**src/rtl/irq_ctrl_pkg.sv**
```systemverilog
// Shared types and constants for the interrupt/exception controller.
package irq_pkg;

  typedef enum logic [2:0] {
    ST_IDLE    = 3'd0,
    ST_REQ     = 3'd1,
    ST_VECTOR  = 3'd2,
    ST_HANDLER = 3'd3,
    ST_HALT    = 3'd4
  } irq_state_t;

  localparam logic [1:0] CODE_EXC = 2'd1;
  localparam logic [1:0] CODE_IRQ = 2'd2;

  localparam logic [2:0] SEL_STATUS = 3'd0;
  localparam logic [2:0] SEL_MASK   = 3'd1;
  localparam logic [2:0] SEL_PEND   = 3'd2;
  localparam logic [2:0] SEL_CAUSE  = 3'd3;
  localparam logic [2:0] SEL_EPC    = 3'd4;

  localparam logic [31:0] VECTOR_DEFAULT = 32'h0000_0080;

  // Only code [7:6] and source [2:0] exist in CAUSE; all other bits read 0.
  localparam logic [7:0] CAUSE_WMASK = 8'hC7;

  function automatic logic [7:0] make_cause(input logic [1:0] code, input logic [2:0] src);
    return {code, 3'b000, src};
  endfunction

endpackage

```
**src/rtl/irq_ctrl_if.sv**
```systemverilog
// Pipeline take-point handshake plus CP0 MFC/MTC access bus.
// master = interrupt controller side, slave = core side.
interface irq_ctrl_if;

  logic        take_ack;
  logic [31:0] epc_src;
  logic        rfe;
  logic        irq_req;
  logic        flush;
  logic        redirect;
  logic [31:0] redirect_pc;
  logic [2:0]  cp0_sel;
  logic        cp0_we;
  logic [31:0] cp0_wdata;
  logic [31:0] cp0_rdata;

  modport master (
    input  take_ack, epc_src, rfe, cp0_sel, cp0_we, cp0_wdata,
    output irq_req, flush, redirect, redirect_pc, cp0_rdata
  );

  modport slave (
    output take_ack, epc_src, rfe, cp0_sel, cp0_we, cp0_wdata,
    input  irq_req, flush, redirect, redirect_pc, cp0_rdata
  );

endinterface

```
**src/rtl/irq_ctrl_prio_enc.sv**
```systemverilog
// Fixed-priority encoder: lowest set request index wins.
module irq_prio_enc #(
  parameter int N = 4
) (
  input  logic [N-1:0] req,
  output logic         valid,
  output logic [2:0]   idx
);

  always_comb begin
    valid = |req;
    idx   = '0;
    for (int i = N - 1; i >= 0; i--) begin
      if (req[i]) idx = 3'(i);
    end
  end

endmodule

```
**src/rtl/irq_ctrl.sv**
```systemverilog
// Interrupt/exception sequencer for the 5-stage pipeline with CP0 register file.
// Build option: define IRQ_EDGE_EN for rising-edge pending capture (default is level).
module irq_ctrl
  import irq_pkg::*;
#(
  parameter int          N_IRQ       = 4,
  parameter logic [31:0] VECTOR_ADDR = VECTOR_DEFAULT
) (
  input  logic             clk,
  input  logic             rst,
  input  logic [N_IRQ-1:0] irq_in,
  input  logic             wrong_inst,
  irq_ctrl_if.master       bus,
  output logic             in_handler,
  output logic             halt
);

  irq_state_t state, state_next;

  logic             ie;
  logic [N_IRQ-1:0] mask;
  logic [N_IRQ-1:0] pend;
  logic [7:0]       cause;
  logic [31:0]      epc;
  logic             ret_pulse;

  logic [N_IRQ-1:0] pend_set;
  logic [N_IRQ-1:0] pend_clr;
  logic             irq_valid;
  logic [2:0]       irq_idx;
  logic             eligible;

  logic             cause_load;
  logic [7:0]       cause_value;
  logic             epc_load;
  logic             ie_clear;
  logic             ie_set;
  logic             ret_next;

  logic             wr_status;
  logic             wr_mask;
  logic             wr_pend;
  logic             wr_cause;
  logic             wr_epc;

`ifdef IRQ_EDGE_EN
  logic [N_IRQ-1:0] irq_prev;

  always_ff @(posedge clk) begin
    if (!rst) irq_prev <= '0;
    else      irq_prev <= irq_in;
  end

  assign pend_set = irq_in & ~irq_prev;
`else
  assign pend_set = irq_in;
`endif

  irq_prio_enc #(.N(N_IRQ)) u_prio (
    .req   (pend & mask),
    .valid (irq_valid),
    .idx   (irq_idx)
  );

  assign eligible = irq_valid && ie;

  assign wr_status = bus.cp0_we && (bus.cp0_sel == SEL_STATUS);
  assign wr_mask   = bus.cp0_we && (bus.cp0_sel == SEL_MASK);
  assign wr_pend   = bus.cp0_we && (bus.cp0_sel == SEL_PEND);
  // CAUSE/EPC are only patched by a handler preparing a nested return.
  assign wr_cause  = bus.cp0_we && (bus.cp0_sel == SEL_CAUSE) && (state == ST_HANDLER);
  assign wr_epc    = bus.cp0_we && (bus.cp0_sel == SEL_EPC)   && (state == ST_HANDLER);
  assign pend_clr  = wr_pend ? bus.cp0_wdata[N_IRQ-1:0] : '0;

  always_comb begin
    state_next  = state;
    cause_load  = 1'b0;
    cause_value = cause;
    epc_load    = 1'b0;
    ie_clear    = 1'b0;
    ie_set      = 1'b0;
    ret_next    = 1'b0;
    case (state)
      ST_IDLE: begin
        if (wrong_inst) begin
          cause_load  = 1'b1;
          cause_value = make_cause(CODE_EXC, 3'd0);
          state_next  = ST_REQ;
        end else if (eligible) begin
          cause_load  = 1'b1;
          cause_value = make_cause(CODE_IRQ, irq_idx);
          state_next  = ST_REQ;
        end
      end
      ST_REQ: begin
        if (wrong_inst) begin
          cause_load  = 1'b1;
          cause_value = make_cause(CODE_EXC, 3'd0);
        end
        if (bus.take_ack) begin
          epc_load   = 1'b1;
          state_next = ST_VECTOR;
        end
      end
      ST_VECTOR: begin
        ie_clear   = 1'b1;
        state_next = ST_HANDLER;
      end
      ST_HANDLER: begin
        // A fault inside the handler is unrecoverable, so it beats a same-cycle RFE.
        if (wrong_inst) begin
          state_next = ST_HALT;
        end else if (bus.rfe) begin
          ie_set     = 1'b1;
          ret_next   = 1'b1;
          state_next = ST_IDLE;
        end
      end
      ST_HALT:  state_next = ST_HALT;
      default:  state_next = ST_IDLE;
    endcase
  end

  always_ff @(posedge clk) begin
    if (!rst) begin
      state     <= ST_IDLE;
      ret_pulse <= 1'b0;
    end else begin
      state     <= state_next;
      ret_pulse <= ret_next;
    end
  end

  always_ff @(posedge clk) begin
    if (!rst) begin
      ie    <= 1'b0;
      mask  <= '0;
      pend  <= '0;
      cause <= '0;
      epc   <= '0;
    end else begin
      pend <= (pend & ~pend_clr) | pend_set;
      if (wr_mask) mask <= bus.cp0_wdata[N_IRQ-1:0];
      if (ie_clear)       ie <= 1'b0;
      else if (ie_set)    ie <= 1'b1;
      else if (wr_status) ie <= bus.cp0_wdata[0];
      if (cause_load)    cause <= cause_value;
      else if (wr_cause) cause <= bus.cp0_wdata[7:0] & CAUSE_WMASK;
      if (epc_load)      epc <= bus.epc_src;
      else if (wr_epc)   epc <= bus.cp0_wdata;
    end
  end

  // The return redirect is a registered pulse so it lands the cycle after RFE commits.
  always_comb begin
    bus.irq_req     = (state == ST_REQ);
    bus.flush       = (state == ST_VECTOR);
    bus.redirect    = (state == ST_VECTOR) || ret_pulse;
    bus.redirect_pc = '0;
    if (state == ST_VECTOR) bus.redirect_pc = VECTOR_ADDR;
    else if (ret_pulse)     bus.redirect_pc = epc;
    in_handler      = (state == ST_HANDLER);
    halt            = (state == ST_HALT);
  end

  always_comb begin
    bus.cp0_rdata = '0;
    case (bus.cp0_sel)
      SEL_STATUS: bus.cp0_rdata = {31'b0, ie};
      SEL_MASK:   bus.cp0_rdata = 32'(mask);
      SEL_PEND:   bus.cp0_rdata = 32'(pend);
      SEL_CAUSE:  bus.cp0_rdata = {24'b0, cause};
      SEL_EPC:    bus.cp0_rdata = epc;
      default:    bus.cp0_rdata = '0;
    endcase
  end

endmodule
```
**src/flat_wrapper.sv**
```systemverilog
// flat-port wrapper written by rule: the top's interface ports become plain ports
module irq_ctrl_flat import irq_pkg::*;
#(
  parameter int          N_IRQ       = 4,
  parameter logic [31:0] VECTOR_ADDR = VECTOR_DEFAULT
)
  (clk, rst, irq_in, wrong_inst, in_handler, halt, bus_take_ack, bus_epc_src, bus_rfe, bus_cp0_sel, bus_cp0_we, bus_cp0_wdata, bus_irq_req, bus_flush, bus_redirect, bus_redirect_pc, bus_cp0_rdata);
  irq_ctrl_if bus_i ();
  input  logic clk;
  input  logic rst;
  input  logic [N_IRQ-1:0] irq_in;
  input  logic wrong_inst;
  output logic in_handler;
  output logic halt;
  input wire logic [$bits(bus_i.take_ack)-1:0] bus_take_ack;
  input wire logic [$bits(bus_i.epc_src)-1:0] bus_epc_src;
  input wire logic [$bits(bus_i.rfe)-1:0] bus_rfe;
  input wire logic [$bits(bus_i.cp0_sel)-1:0] bus_cp0_sel;
  input wire logic [$bits(bus_i.cp0_we)-1:0] bus_cp0_we;
  input wire logic [$bits(bus_i.cp0_wdata)-1:0] bus_cp0_wdata;
  output wire logic [$bits(bus_i.irq_req)-1:0] bus_irq_req;
  output wire logic [$bits(bus_i.flush)-1:0] bus_flush;
  output wire logic [$bits(bus_i.redirect)-1:0] bus_redirect;
  output wire logic [$bits(bus_i.redirect_pc)-1:0] bus_redirect_pc;
  output wire logic [$bits(bus_i.cp0_rdata)-1:0] bus_cp0_rdata;
  assign bus_i.take_ack = bus_take_ack;
  assign bus_i.epc_src = bus_epc_src;
  assign bus_i.rfe = bus_rfe;
  assign bus_i.cp0_sel = bus_cp0_sel;
  assign bus_i.cp0_we = bus_cp0_we;
  assign bus_i.cp0_wdata = bus_cp0_wdata;
  assign bus_irq_req = bus_i.irq_req;
  assign bus_flush = bus_i.flush;
  assign bus_redirect = bus_i.redirect;
  assign bus_redirect_pc = bus_i.redirect_pc;
  assign bus_cp0_rdata = bus_i.cp0_rdata;
  irq_ctrl #(.N_IRQ(N_IRQ), .VECTOR_ADDR(VECTOR_ADDR)) u_core (.clk(clk), .rst(rst), .irq_in(irq_in), .wrong_inst(wrong_inst), .bus(bus_i), .in_handler(in_handler), .halt(halt));
endmodule
```
**config.mk**
```make
export PLATFORM = sky130hd
export DESIGN_NAME = irq_ctrl_flat
export DESIGN_NICKNAME = d
export VERILOG_FILES = /design/src/rtl/irq_ctrl_pkg.sv /design/src/rtl/irq_ctrl_if.sv /design/src/rtl/irq_ctrl_prio_enc.sv /design/src/rtl/irq_ctrl.sv /design/src/flat_wrapper.sv
export SDC_FILE = /design/constraint.sdc
export NUM_CORES = 1
export LEC_CHECK = 0
export BUFFER_PORTS_ARGS = -buffer_cell sky130_fd_sc_hd__buf_2
export CORE_MARGIN = 4
export CORE_UTILIZATION = 30
export DETAILED_ROUTE_END_ITERATION = 10
export PLACE_DENSITY = 0.6
export RECOVER_POWER = 50
export SLEW_MARGIN = 20
export SYNTH_ARGS = -nofsm -noshare
export SYNTH_HDL_FRONTEND = slang
export SYNTH_HIERARCHICAL = 1
export SYNTH_SLANG_ARGS = --single-unit
```
**constraint.sdc**
```tcl
create_clock -name clk -period 2.3 [get_ports clk]
set_input_delay 0 -clock clk [delete_from_list [all_inputs] [get_ports clk]]
set_output_delay 0 -clock clk [all_outputs]
set_load 0.01 [all_outputs]
```
After elaboration in Yosys (flattened, before gate mapping)
Cells that the tools add are included.
- div/mod/pow operators: 0
- shifts and indexed selects: 0
- bitwise logic cells: 5
- multiplexer cells: 34
- equal/unequal tests: 14
- add/subtract/negate cells: 0
- order comparisons: 0
- reductions and logical operators: 18
- multiply operators: 0
- operators with widths (operator ; count):
    $pmux 32 s5 ; 1
    $mux 32 ; 4
    $mux 8 ; 5
    $mux 3 ; 8
    $pmux 8 s2 ; 1
    $pmux 3 s5 ; 1
    $eq 3x2->1 const B ; 4
    $mux 1 ; 11
    $and 4x4->4 ; 2
    $logic_and 1x1->1 ; 8
    $eq 3x1->1 const B ; 2
    $eq 3x3->1 const B ; 2
    $logic_not 3->1 ; 2
    $ne 3x2->1 const B ; 2
    $ne 3x3->1 const B ; 2
    $reduce_bool 2->1 ; 3
    $mux 4 ; 1
    $ne 4x3->1 const B ; 1
    $not 4->4 ; 1
    $or 4x4->4 ; 1
    $reduce_and 4->1 ; 1
    $reduce_or 4->1 ; 1
    $reduce_and 3->1 ; 1
    $mux 2 ; 1
    other kinds (5) ; 5
- ROM bits: 0
- memory bits (writable): 0
- latch bits: 0
- output and inout bits: 69
- flip-flop bits (word level): 53
- memories: 0
- input bits: 77
- logic and storage cells: 78

Depth between registers and ports, before layout
Gate-level depths: netlist of the first run.
- word-level depth: 9
- mapped depth: 8
- mapped depth without buffers: 7

Modules after synthesis
The synthesis of the first run kept the hierarchy.
- by module, submodules not included (module ; cells each ; times used ; area each (um2) ; sequential area each (um2)):
    irq_ctrl ; 364 ; 1 ; 2832.7 ; 1001.0
    irq_prio_enc ; 9 ; 1 ; 46.3 ; 0.0

Worst setup path after synthesis of the first run
No wires, ideal clock.
- path type: reg2reg
- start: reg u_core.state[1]
- end: reg u_core.epc[10]
- stages on the path, launching flop included: 9
- setup slack: 820 ps
- data arrival time: 1361 ps
- path buffers: 4
- clock period less this slack: 1480 ps
- cell sequence: dfxtp_1 > buf_2 > and3b_1 > buf_6 > and3_1 > buf_4 > buf_4 > nor3_1 > nor3_1
- cells in the longest elaborated chain, start to end: 3
- RTL lines (item ; RTL line ; source):
    start, declared ; irq_ctrl.sv:18 ; irq_state_t state, state_next;
    start signal, assigned ; irq_ctrl.sv:129 ; state <= state_next;
    $eq 3x2->1 ; - ;
    net in_handler ; flat_wrapper.sv:13 ; output logic in_handler;
    $logic_and 1x1->1 ; irq_ctrl.sv:72 ; assign wr_epc = bus.cp0_we && (bus.cp0_sel == SEL_EPC) && (state == ST_HANDLER);
    $reduce_bool 2->1 (no source line) ; - ;
    end signal, assigned ; irq_ctrl.sv:149 ; if (epc_load) epc <= bus.epc_src;
    end signal, assigned ; irq_ctrl.sv:150 ; else if (wr_epc) epc <= bus.cp0_wdata;
    end, declared ; irq_ctrl.sv:24 ; logic [31:0] epc;
The timed path passes the listed nets, and every way through them passes these cells.
A chain may end at the register's enable or synchronous reset.

Worst setup path after layout of the first run
- start: reg u_core.state[1]
- end: reg u_core.epc[28]
- cells in the longest elaborated chain, start to end: 3
- RTL lines (item ; RTL line):
    $eq 3x1->1 / $eq 3x2->1 (equally long branches) ; irq_ctrl.sv:83, irq_ctrl.sv:72
    $mux 1 / $logic_and 1x1->1 (equally long branches) ; irq_ctrl.sv:83, irq_ctrl.sv:72
    $mux 32 / $reduce_bool 2->1 (equally long branches) ; -
Parallel ways exist; a longest one is shown, timed or not.

==> out/summary.md, run 1 <==
The flow ran to the end, and the final reports show no timing, DRC or antenna violations. The tools report the detailed-route DRC error count as 0. The area fraction of the dominant cell type after synthesis works out to 0.348. In this run the vertical extent of the chip is 106 um. The final count of pins violating max slew came out at 0.

The dominant cell by count in the synthesized netlist is nor3_1. Synthesis inferred 50 register bits. The first global-routing pass estimated 16600 um of wire. The time the worst path needs with I/O delays and setup came out at 2180 ps. Max-cap check violation count: 0.

Maximum net fanout on the critical path: 37. The relative max-transition margin is 0.541, and the width of the die is 106 um. The logs give 0 ps for the final total negative setup slack and 0.00288 mm^2 for the post-synthesis instance area. The total overflow left after global routing is 0. The run gives 2450 ps as the signal arrival time at the worst endpoint.

During placement, the flow inserted port buffers numbering 145. STA classifies the critical path startpoint as a flip-flop. Among all flip-flop cells after synthesis, the most frequent one is dfxtp_1. The highest layer touched by signal routing is met4. The H-tree was split into 2 levels. After detailed routing, the met3 layer carries 547 um of wire.

The run gives 627 as the post-layout net count. Weighted congestion at the end of routability-driven global placement: 0.892. The synthesized instance count was 373. The area of the die came out at 0.0112 mm^2.

The worst-case hold slack is 5.01 ps. Once placement finished, the instance area stood at 0.00364 mm^2. The summed area of non-filler cells in the final layout is 0.00418 mm^2, and the clock-pin slew reported for the worst setup and hold paths after clock tree synthesis is 100 ps. The run gives 0 as the count of buffers added by post-CTS timing repair for setup.

The run gives 0 as the final number of hold-violating endpoints. The logs give 10500 um for the total wire length after detailed routing and 50 for the CTS sink count. The async set-or-reset flop fraction in the synthesized netlist was 0. For this block, the via count after detailed routing is 3330. Across the routed clock network, the largest skew measured is 9.04 ps. 0 antenna diodes ended up in the layout. The largest area contributor in the synthesized netlist is dfxtp_1. Pin placement for this block handled 146 I/O pins.

The routed design uses 5330 um of met2 wire. The portion of the clock cycle consumed by the worst path in the final layout was 0.949; the pin count of the biggest net entering global routing was 38. OpenSTA, run right after detailed placement, puts the worst setup slack at 551 ps. The remaining antenna violation count was 0.

The tools report the kind of capture point of the worst setup path as a flip-flop. Counting flops with a built-in enable in the synthesized netlist gives 0. Data on the critical path is required at its endpoint by 2570 ps. No sink is reached through more buffers than the 2 on the longest clock path. The initialized floorplan defines 35 standard-cell rows. For this run, the number of Yosys warnings is 6. The register area share after synthesis came out at 0.348. Buffer type at the clock tree root: clkbuf_8.

For this block, wires on met1 add up to 4300 um. Number of unique standard cell types used by synthesis: 41. The share of cells above drive strength 1 came out at 0.269. The run gives 0.000272 V as the maximum vdd ir drop. The via count of the first global-routing pass came out at 3356. In the routed layout, each cell is associated on average with a via count of 4.90. Once routing completed, OpenROAD measured the worst setup slack at 116 ps. The synthesized netlist net count is 450, and the synthesized area per cell is 7.72 um^2. The clock reaches the later pin of the worst-skew pair after 310 ps. In this run the static leakage power is 1.85 nW.

The first detailed-routing pass ran for 5 iterations. The HPWL after detailed placement is 7300 um. The initial core utilization was 0.310.

The tools report the number of buffers inserted during clock tree synthesis as 5. In the synthesized netlist, the cells that appear most often are 67 x nor3_1, 62 x and2_1, 50 x dfxtp_1. Static timing analysis puts the maximum clock frequency at 0.458 GHz.

The worst setup path is of the reg2reg kind. After floorplanning, the core was sized to cover 0.00928 mm^2. In this run the worst hold path is classified as in2reg.

Global routing usage summed across all routing layers: 0.183. Setup violations remaining at the end of the flow were counted as 0. The area growth from synthesis to layout is 45.3%.

The total power per unit cell area was 459 mW/mm^2. The slew of the pin with the lowest slew margin came out at 687 ps. TritonCTS built the clock tree.

Ranked by total cell area, the synthesized netlist is headed by dfxtp_1 35%, and2_1 13%, nor3_1 12%. The final routed wire length divided by cell count works out to 15.5 um. The number of antenna violations at the first check in global routing was 0. Setup repair after global routing left no endpoint under its margin. The first routing iteration left 192 violations. End-of-flow core utilization: 0.451.
## critical path, cell delays in order, from the launching register on
cell,delay [ps]
dfxtp_1,390
nor2_1,320
and3_1,210
buf_4,380
nor3_2,100
nor3_2,170
dlygate4sd3_1,550
## registers in the layout, indices dropped and copies added (netlist names)
name	cells
u_core/epc	32
u_core/cause	5
u_core/mask	4
u_core/pend	4
u_core/state	3
u_core/ie	1
u_core/ret_pulse	1
## final cells by class
class	count	area, um^2
Inverter	2	7.51
Tap cell	129	161
Clock inverter	3	21.3
Sequential cell	50	1000
Timing Repair Buffer	203	1250
Multi-Input combinational cell	288	1670
Clock buffer	5	68.8
Fill cell	986	5100
## per-layer routing
metal / up-vias / GRT usage
met3: 23 / 0.0304
met5: - / 0
met2: 135 / 0.332
met1: 1526 / 0.213
li1: 1646 / -
met4: 0 / 0.0768
## path summary, 6_finish.rpt
path,start,endpoint,slack [ps],cells after the start
hold / removal,bus_epc_src[2],u_core/epc[2]$_SDFFE_PN0P_,5,3
setup / recovery,u_core/state[1]$_SDFFE_PN0P_,u_core/epc[28]$_SDFFE_PN0P_,120,6
setup reg to reg,u_core/state[1]$_SDFFE_PN0P_,u_core/epc[28]$_SDFFE_PN0P_,120,6
hold reg to reg,u_core/cause[7]$_SDFFE_PN0P_,u_core/cause[7]$_SDFFE_PN0P_,470,2
## logic make-up after synthesis
group / count (synthesis) / share of synthesized area
AOI/OAI and AO/OA: 74 / 0.159
other: 1 / 0.00130
and+or+nand+nor: 205 / 0.394
DFF: 50 / 0.348
muxes: 8 / 0.0282
buffers and inverters: 35 / 0.0704
## stage by stage
step | power [mW] | instances
floorplan | 1.20 | 373
global placement | 1.33 | 622
detailed placement | 1.34 | 622
CTS | 1.94 | 680
global route | 2.03 | 680
finish | 1.92 | 680
## timing repair
| item | 4_1_cts | 5_1_grt |
|---|---|---|
| endpoints found under the hold margin | 32 | 0 |
| hold buffers | 50 | 0 |
| gates resized for setup | 0 | 1 |
| setup endpoints to repair | 0 | 1 |
## power by group
group / switching [mW] / internal (mW)
combinational: 0.195 / 0.213
sequential: 0.0513 / 0.930
clock: 0.316 / 0.215
## placed cells by master, fill, tap and decap left out, types with 3 or more instances in the layout
cell type	n
and3b_1	3
clkbuf_8	5
dlygate4sd3_1	50
o21ai_0	34
nor3b_1	5
o21a_1	5
nor2b_1	3
buf_2	121
a21oi_1	7
clkbuf_1	25
mux2i_1	7
a22oi_1	8
and2_0	12
a21boi_0	5
nand2b_1	4
buf_4	6
nand2_1	5
and2_1	50
and3_1	3
o31ai_1	3
nor2_1	40
nor3_1	67
nor3_2	6
o22ai_1	3
dfxtp_1	49
(Power assumes the default switching activity.)
==> inputs of run 2 (changes only) <==
--- a/config.mk
+++ b/config.mk
@@ -7,9 +7,9 @@
 export LEC_CHECK = 0
 export BUFFER_PORTS_ARGS = -buffer_cell sky130_fd_sc_hd__buf_2
 export CORE_MARGIN = 4
-export CORE_UTILIZATION = 30
+export CORE_UTILIZATION = 40
 export DETAILED_ROUTE_END_ITERATION = 10
-export PLACE_DENSITY = 0.6
+export PLACE_DENSITY = 0.75
 export RECOVER_POWER = 50
 export SLEW_MARGIN = 20
 export SYNTH_ARGS = -nofsm -noshare
==> run 2 against run 1 <==
Effect of this change:
- largest cell class unchanged
- critical path depth unchanged
- highest routed layer unchanged
- critical endpoint unchanged
- final cell count down 7.1%
- sequential power about the same
- sequential share of layout area up 0.81 points
- register-to-register slack better by 70 ps
- die area down 23%
- non-clock buffer count down 14
==> out/summary.md, run 2 (synthesis gave the netlist of run 1 again) <==
For the pin count of the biggest net entering global routing, the log shows 38 (unchanged). In this run the most used layer during global routing was met2. The worst hold path cell count is 3 (unchanged). The run gives 613 (-2.2%) as the post-layout net count. The run gives 0.417 (+0.107) as the initial core utilization. The final routed wire length divided by cell count is 15.7 um (+1.7%).

The total wire length after detailed routing is 9930 um (-5.5%), and the count of buffer and inverter cells on the critical path is 2 (unchanged). The final setup skew was 6.13 ps (-2.91 ps). The count of filler cells inserted in the layout is 682 (-31%), and the global-route wire length before repair is 15400 um (-7.3%).

The detailed-route DRC error count was 0 (unchanged). The number of flip-flops under the largest register name is 32 (unchanged), and the width of the die is 92.8 um (-12%). The met1 usage in global routing is 0.263 (+0.0508), and the summed area of non-filler cells in the final layout is 0.00405 mm^2 (-3.2%). Setup repair after global routing left no endpoint under its margin. The area of the multi-input gates is 0.00168 mm^2 (+0.60%), and the leakage component of the power is 1.84 nW (-0.70%). The area of the die came out at 0.00862 mm^2 (-23%). The final number of hold-violating endpoints came out at 0 (unchanged). Path class of the lowest-slack min-delay path: in2reg.

The tools report the initial detailed-routing violation count as 215 (+12%). Most frequent standard cell in the layout excluding fill and tap cells: buf_2. The core area was 0.00691 mm^2 (-26%). The worst flop-to-flop path endpoint is u_core/epc[28]$_SDFFE_PN0P_.

The portion of the clock cycle consumed by the worst path in the final layout is 0.919 (-0.0300). The count of input and output buffers was 145 (unchanged). TritonCTS built the clock tree.

The max-cap check violation count was 0 (unchanged); the required time at the endpoint of the critical path was 2500 ps (-70 ps). The maximum net fanout on the critical path was 18 (-51%); the site row count was 30 (-14%). The run gives 0 (unchanged) as the final setup violation count. In this run the critical register-to-register path is launched from u_core/state[2]$_SDFFE_PN0P_. The relative max-transition margin was 0.396 (-0.145).

The critical path is of the reg2reg type. The remaining antenna violation count came out at 0 (unchanged). The time the worst path needs with I/O delays and setup is 2110 ps (-69.0 ps), and the CTS sink count is 50 (unchanged). The flow ran to the end, and the final reports show no timing, DRC or antenna violations. The overall via count from detail_route is 3307 (-0.69%), and the slew of the pin with the lowest slew margin is 905 ps (+218 ps).

The largest registers in the layout are u_core/epc x32, u_core/cause x5. The run gives 0 (unchanged) as the number of antenna violations at the first check in global routing. The maximum vdd ir drop is 0.000306 V (+13%), and the final count of pins violating max slew is 0 (unchanged). The run gives 632 (-7.1%) as the count of placed standard cells in the final layout, fillers left out. The slowest stage of the critical path is the dlygate4sd3_1 cell. The delay of the slowest cell on the worst path works out to 560 ps (about the same). The clock-pin slew reported for the worst setup and hold paths after clock tree synthesis came out at 100 ps (about the same). The number of top-level design ports is 146 (unchanged). The total placed cells including tap cells came out at 589 (-5.3%). In the layout the commonest cells are 125 x buf_2, 67 x nor3_1, 48 x dfxtp_1. The run gives 6950 um (-4.8%) as the detailed placer's ending HPWL. The path with the worst hold slack has its endpoint at u_core/epc[6]$_SDFFE_PN0P_. For the cell area after placement, the log shows 0.00360 mm^2 (-1.1%). Share of cells above drive strength 1: 0.287 (+0.0187). The largest register by flop count was u_core/epc. The tools report the startpoint kind of the worst setup timing path as a flip-flop. The critical hold path startpoint is bus_cp0_wdata[6]. The worst setup path is captured at a flip-flop.

The final global-route overflow total came out at 0 (unchanged). The minimum setup slack among reg-to-reg paths is 190 ps (+70 ps), and the count of H-tree levels built during CTS is 2 (unchanged). The total power per unit cell area works out to 498 mW/mm^2 (+8.6%).

Walking the worst path, the cells encountered are nor2_1 -> nand3_2 -> buf_4 -> o21ai_0 -> nor3_2 -> dlygate4sd3_1. The global routing usage on met3 was 0.0309 (+0.000511); the height of the chip was 92.8 um (-12%). Length of the first detailed-routing pass in iterations: 6 (+1). For the buffer depth of the longest clock path, the log shows 2 (unchanged). The tools report the antenna diode count as 0 (unchanged).

The logs give 3212 (-4.3%) for the via count of the first global-routing pass and 0.918 (+2.9%) for the weighted congestion at the end of routability-driven global placement. The timing-limited maximum frequency was 0.473 GHz (+3.3%); the worst-skew pair later-pin latency was 300 ps (about the same). The register area came out at 0.00100 mm^2 (+0.12%).

Among cell families on the critical path, the largest total delay comes from buffers and inverters. The global routing usage summed across all routing layers was 0.219 (+0.0362); the growth of design area from synthesis to finish was 40.7%. The count of buffers added by post-CTS timing repair for setup was 0 (unchanged); the final total negative setup slack was 0 ps (unchanged). Average via count per standard cell: 5.23 (+6.9%).

The buffer type at the clock tree root is clkbuf_8. The tools report the number of buffers inserted during clock tree synthesis as 5 (unchanged). The logs give 0.405 (+0.0730) for the met2 layer usage reported by global route and 2310 ps (-140 ps) for the signal arrival time at the worst endpoint. The run gives 0.587 (+0.136) as the end-of-flow core utilization. The logic depth of the worst register-to-register path works out to 6 (unchanged). The number of cells on the critical path is 6 (unchanged).
-- run 2: worst register-to-register path, stage by stage (launching register included) --
cell	delay, ps
dfxtp_1	370
nor2_1	290
nand3_2	260
buf_4	270
o21ai_0	200
nor3_2	60
dlygate4sd3_1	560
-- run 2: final cells by class --
class / instances / share of cell area
inverters: 2 / 0.00185
well taps: 96 / 0.0296
repair buffers: 189 / 0.278
flip-flops and latches: 50 / 0.248
clock inverters: 1 / 0.00741
multi-input cells: 288 / 0.415
clock buffers: 6 / 0.0204
-- run 2: power by group --
part | total (mW) | leakage [nW] | internal [mW] | switching, mW
clock network | 0.643 | 0.0573 | 0.349 | 0.294
logic | 0.393 | 1.37 | 0.203 | 0.190
registers | 0.983 | 0.411 | 0.930 | 0.0530
-- run 2: worst max path at each step --
stage	from	end	slack [ps]
2_1_floorplan	u_core/state[1]$_SDFFE_PN0P_	u_core/epc[10]$_SDFFE_PN0P_	820
3_3_place_gp	u_core/state[0]$_SDFFE_PN0P_	u_core/epc[4]$_SDFFE_PN0P_	630
3_5_place_dp	u_core/state[0]$_SDFFE_PN0P_	u_core/epc[19]$_SDFFE_PN0P_	540
4_1_cts	u_core/state[0]$_SDFFE_PN0P_	u_core/epc[5]$_SDFFE_PN0P_	60
5_1_grt	u_core/state[1]$_SDFFE_PN0P_	u_core/epc[5]$_SDFFE_PN0P_	30
6_report	u_core/state[2]$_SDFFE_PN0P_	u_core/epc[28]$_SDFFE_PN0P_	190
-- run 2: per-stage QoR --
stage	hold WS [ps]	power (mW)	setup WS, ps
floorplan	79.9	1.20	820
global placement	210	1.33	626
detailed placement	217	1.34	536
CTS	0.625	2.02	57.6
global route	10.3	2.10	29.3
finish	4.82	2.02	186
-- run 2: what timing repair did --
| action | CTS | global route |
|---|---|---|
| endpoints found under the hold margin | 29 | 0 |
| endpoints found under the setup margin | 0 | 7 |
| hold buffers | 36 | 0 |
| gates resized for setup | 0 | 5 |
-- run 2: metal layers --
metal	wire length, um	share of wire	vias up
li1	-	-	1617
met1	4050	0.41	1548
met2	5220	0.53	134
met3	552	0.056	8
met4	104	0.010	0
met5	0	0	-
==> inputs of run 3 (changes only) <==
==> constraint.sdc (replaced) <==
create_clock -name clk -period 2.18 [get_ports clk]
set_input_delay 0 -clock clk [delete_from_list [all_inputs] [get_ports clk]]
set_output_delay 0 -clock clk [all_outputs]
set_load 0.01 [all_outputs]
==> run 3 against run 2 <==
Effect of this change:
- via count fell by 2.4%
- global-route usage rose by 0.29 points
- critical path depth fell by 1
- clock-buffer cell count did not move
- non-clock buffer count fell by 2
- hold slack barely moved
- final area fell by 1.1%
- sequential share of layout area rose by 0.20 points
- clock power rose by 2%
- die area did not move
- clock skew rose by 5.1 ps
- critical path type is now reg2out
- largest cell class unchanged
==> out/summary.md, run 3 (synthesis gave the netlist of run 1 again) <==
The timing-limited maximum frequency was 0.513 GHz. The startpoint kind of the worst setup timing path is a flip-flop. The summed area of non-filler cells in the final layout was 0.00401 mm^2 (-1.1%); the maximum vdd ir drop was 0.000267 V (-13%). The count of buffer and inverter cells on the critical path was 2 (unchanged). The number of flip-flops under the largest register name was 32 (unchanged); the minimum setup slack among reg-to-reg paths was 400 ps (+210 ps).

The logs give 0 (unchanged) for the count of buffers added by post-CTS timing repair for setup and 50 (unchanged) for the CTS sink count. The final routed wire length divided by cell count is 15.7 um (about the same), and the global routing usage summed across all routing layers is 0.222 (+0.00286). The final total negative setup slack is 0 ps (unchanged). The final worst slack was 229 ps (+43.5 ps).

The count of H-tree levels built during CTS was 2 (unchanged); the maximum net fanout on the critical path was 18 (unchanged). The run gives 0 (unchanged) as the detailed-route DRC error count. The final setup violation count is 0 (unchanged), and the clock-pin slew reported for the worst setup and hold paths after clock tree synthesis is 100 ps (about the same). The run gives 30 (unchanged) as the site row count. The cell area after placement is 0.00360 mm^2 (unchanged). The pin count of the biggest net entering global routing was 38 (unchanged); the area of the die was 0.00862 mm^2 (unchanged). The width of the die was 92.8 um (unchanged). The area growth from synthesis to layout is 39.2%.

The run gives 9910 um (-0.24%) as the total wire length after detailed routing. The library cell used most frequently in the layout, excluding fill and tap cells, is buf_2. The signal arrival time at the worst endpoint was 1950 ps (-360 ps). The overall via count from detail_route was 3228 (-2.4%). The delay of the slowest cell on the worst path was 530 ps (-30 ps); the number of top-level design ports was 146 (unchanged).

The height of the chip is 92.8 um (unchanged), and the average via count per standard cell is 5.12 (-2.2%). The tools report the final global-route overflow total as 0 (unchanged). Critical path class: reg2out. The slew of the pin with the lowest slew margin came out at 675 ps (-230 ps). Global-route wire length before repair: 15400 um (+0.27%).

The count of input and output buffers was 145 (unchanged); the number of antenna violations at the first check in global routing was 0 (unchanged). The tools report the global routing usage on met3 as 0.0357 (+0.00487). The tools report the final count of pins violating max slew as 0 (unchanged).

Final number of hold-violating endpoints: 0 (unchanged). The top cell types in the final layout, fill and taps aside, are 126 x buf_2, 68 x nor3_1, 50 x dfxtp_1. Setup repair after global routing left no endpoint under its margin. Portion of the clock cycle consumed by the worst path in the final layout: 0.895. In this run the most used layer during global routing was met2.

The required time at the endpoint of the critical path is 2180 ps (-320 ps). The path class of the tightest hold or removal check is in2reg. The cell at the slowest stage of the critical path is dfxtp_1. TritonCTS built the clock tree.

The met1 usage in global routing was 0.278 (+0.0144); the total power per unit cell area was 522 mW/mm^2 (+4.8%). The signal on the critical path passes through nor3b_2 -> nor2b_4 -> buf_4 -> and2_1 -> buf_2. The remaining antenna violation count came out at 0 (unchanged). The tools report the detailed placer's ending HPWL as 6690 um (-3.8%). Number of buffers inserted during clock tree synthesis: 5 (unchanged).

The final setup skew was 11.3 ps (+5.13 ps); the time the worst path needs with I/O delays and setup was 1950 ps. The largest registers in the layout are u_core/epc x32, u_core/cause x5. The core area is 0.00691 mm^2 (unchanged), and the share of cells above drive strength 1 is 0.279 (-0.00881). The cell sitting at the root of the clock tree is a clkbuf_8. The register with the most flip-flops in the final layout is u_core/epc. The worst-skew pair later-pin latency was 300 ps (about the same); the weighted congestion at the end of routability-driven global placement was 0.881 (-4.0%). The length of the first detailed-routing pass in iterations is 5 (-1), and the via count of the first global-routing pass is 3154 (-1.8%). The logs give 0.396 (-0.00900) for the met2 layer usage reported by global route and 0.550 (+0.153) for the relative max-transition margin.

The max-cap check violation count is 0 (unchanged), and the leakage component of the power is 1.80 nW (-2.0%). The kind of cell with the highest combined delay along the critical path is simple AND/OR/NAND/NOR gates. The run gives 2 (unchanged) as the buffer depth of the longest clock path.

The logs give 176 (-18%) for the initial detailed-routing violation count and 611 (-0.33%) for the post-layout net count. For the placement-stage worst setup slack, the log shows 341 ps (-194 ps). STA classifies the critical path endpoint as an output pin. The antenna diode count came out at 0 (unchanged).

The flow ran to the end, and the final reports show no timing, DRC or antenna violations. The tools report the initial core utilization as 0.417 (unchanged).
## run 3: area by class of cell
type                    instances  area (um^2)
clock buffers                   6         72.6
inverters                       2         7.51
multi-input cells             288         1680
flip-flops and latches         50         1000
fillers                       665         2900
repair buffers                187         1090
clock inverters                 2         37.5
well taps                      96          120
## run 3: worst reg2reg max path, stage by stage (launching register included)
cell and delay, ps:
dfxtp_1 530, and3b_1 330, and3_1 180, buf_4 340, nor3_1 100, nor3_1 220
## run 3: worst paths after layout
kind,depth (start not counted),to,start
worst max register to register,5,u_core/epc[14]$_SDFFE_PN0P_,u_core/state[0]$_SDFFE_PN0P_
worst min register to register,2,u_core/cause[7]$_SDFFE_PN0P_,u_core/cause[7]$_SDFFE_PN0P_
worst min-delay path,3,u_core/epc[4]$_SDFFE_PN0P_,bus_epc_src[4]
worst max-delay path,5,bus_redirect_pc[23],u_core/state[0]$_SDFFE_PN0P_
## run 3: where the power goes
| part | switching [mW] | leakage, nW | internal (mW) | total, mW |
|---|---|---|---|---|
| Sequential | 0.0575 | 0.410 | 0.981 | 1.04 |
| Clock | 0.316 | 0.0514 | 0.343 | 0.659 |
| Combinational | 0.195 | 1.34 | 0.202 | 0.397 |
| Total | 0.568 | 1.80 | 1.53 | 2.09 |
## run 3: per-layer routing
| metal | wire length, um | vias to the layer above |
|---|---|---|
| met2 | 5090 | 129 |
| met4 | 146 | 0 |
| li1 | - | 1611 |
| met1 | 4150 | 1476 |
| met5 | 0 | - |
| met3 | 526 | 12 |
## run 3: timing repair
item	in CTS	in global routing
hold endpoints to repair	30	1
hold buffers	33	1
setup endpoints to repair	0	14
resized for setup	0	1
## run 3: per-stage QoR
stage / total power [mW] / hold WS [ps] / instances / utilization
2_1_floorplan: 1.27 / 79.9 / 373 / -
6_report: 2.09 / 4.41 / 631 / 0.580
4_1_cts: 2.11 / 0.244 / 630 / 0.585
3_3_place_gp: 1.40 / 213 / 589 / 0.521
3_5_place_dp: 1.41 / 217 / 589 / 0.521
5_1_grt: 2.21 / 13.1 / 631 / 0.580
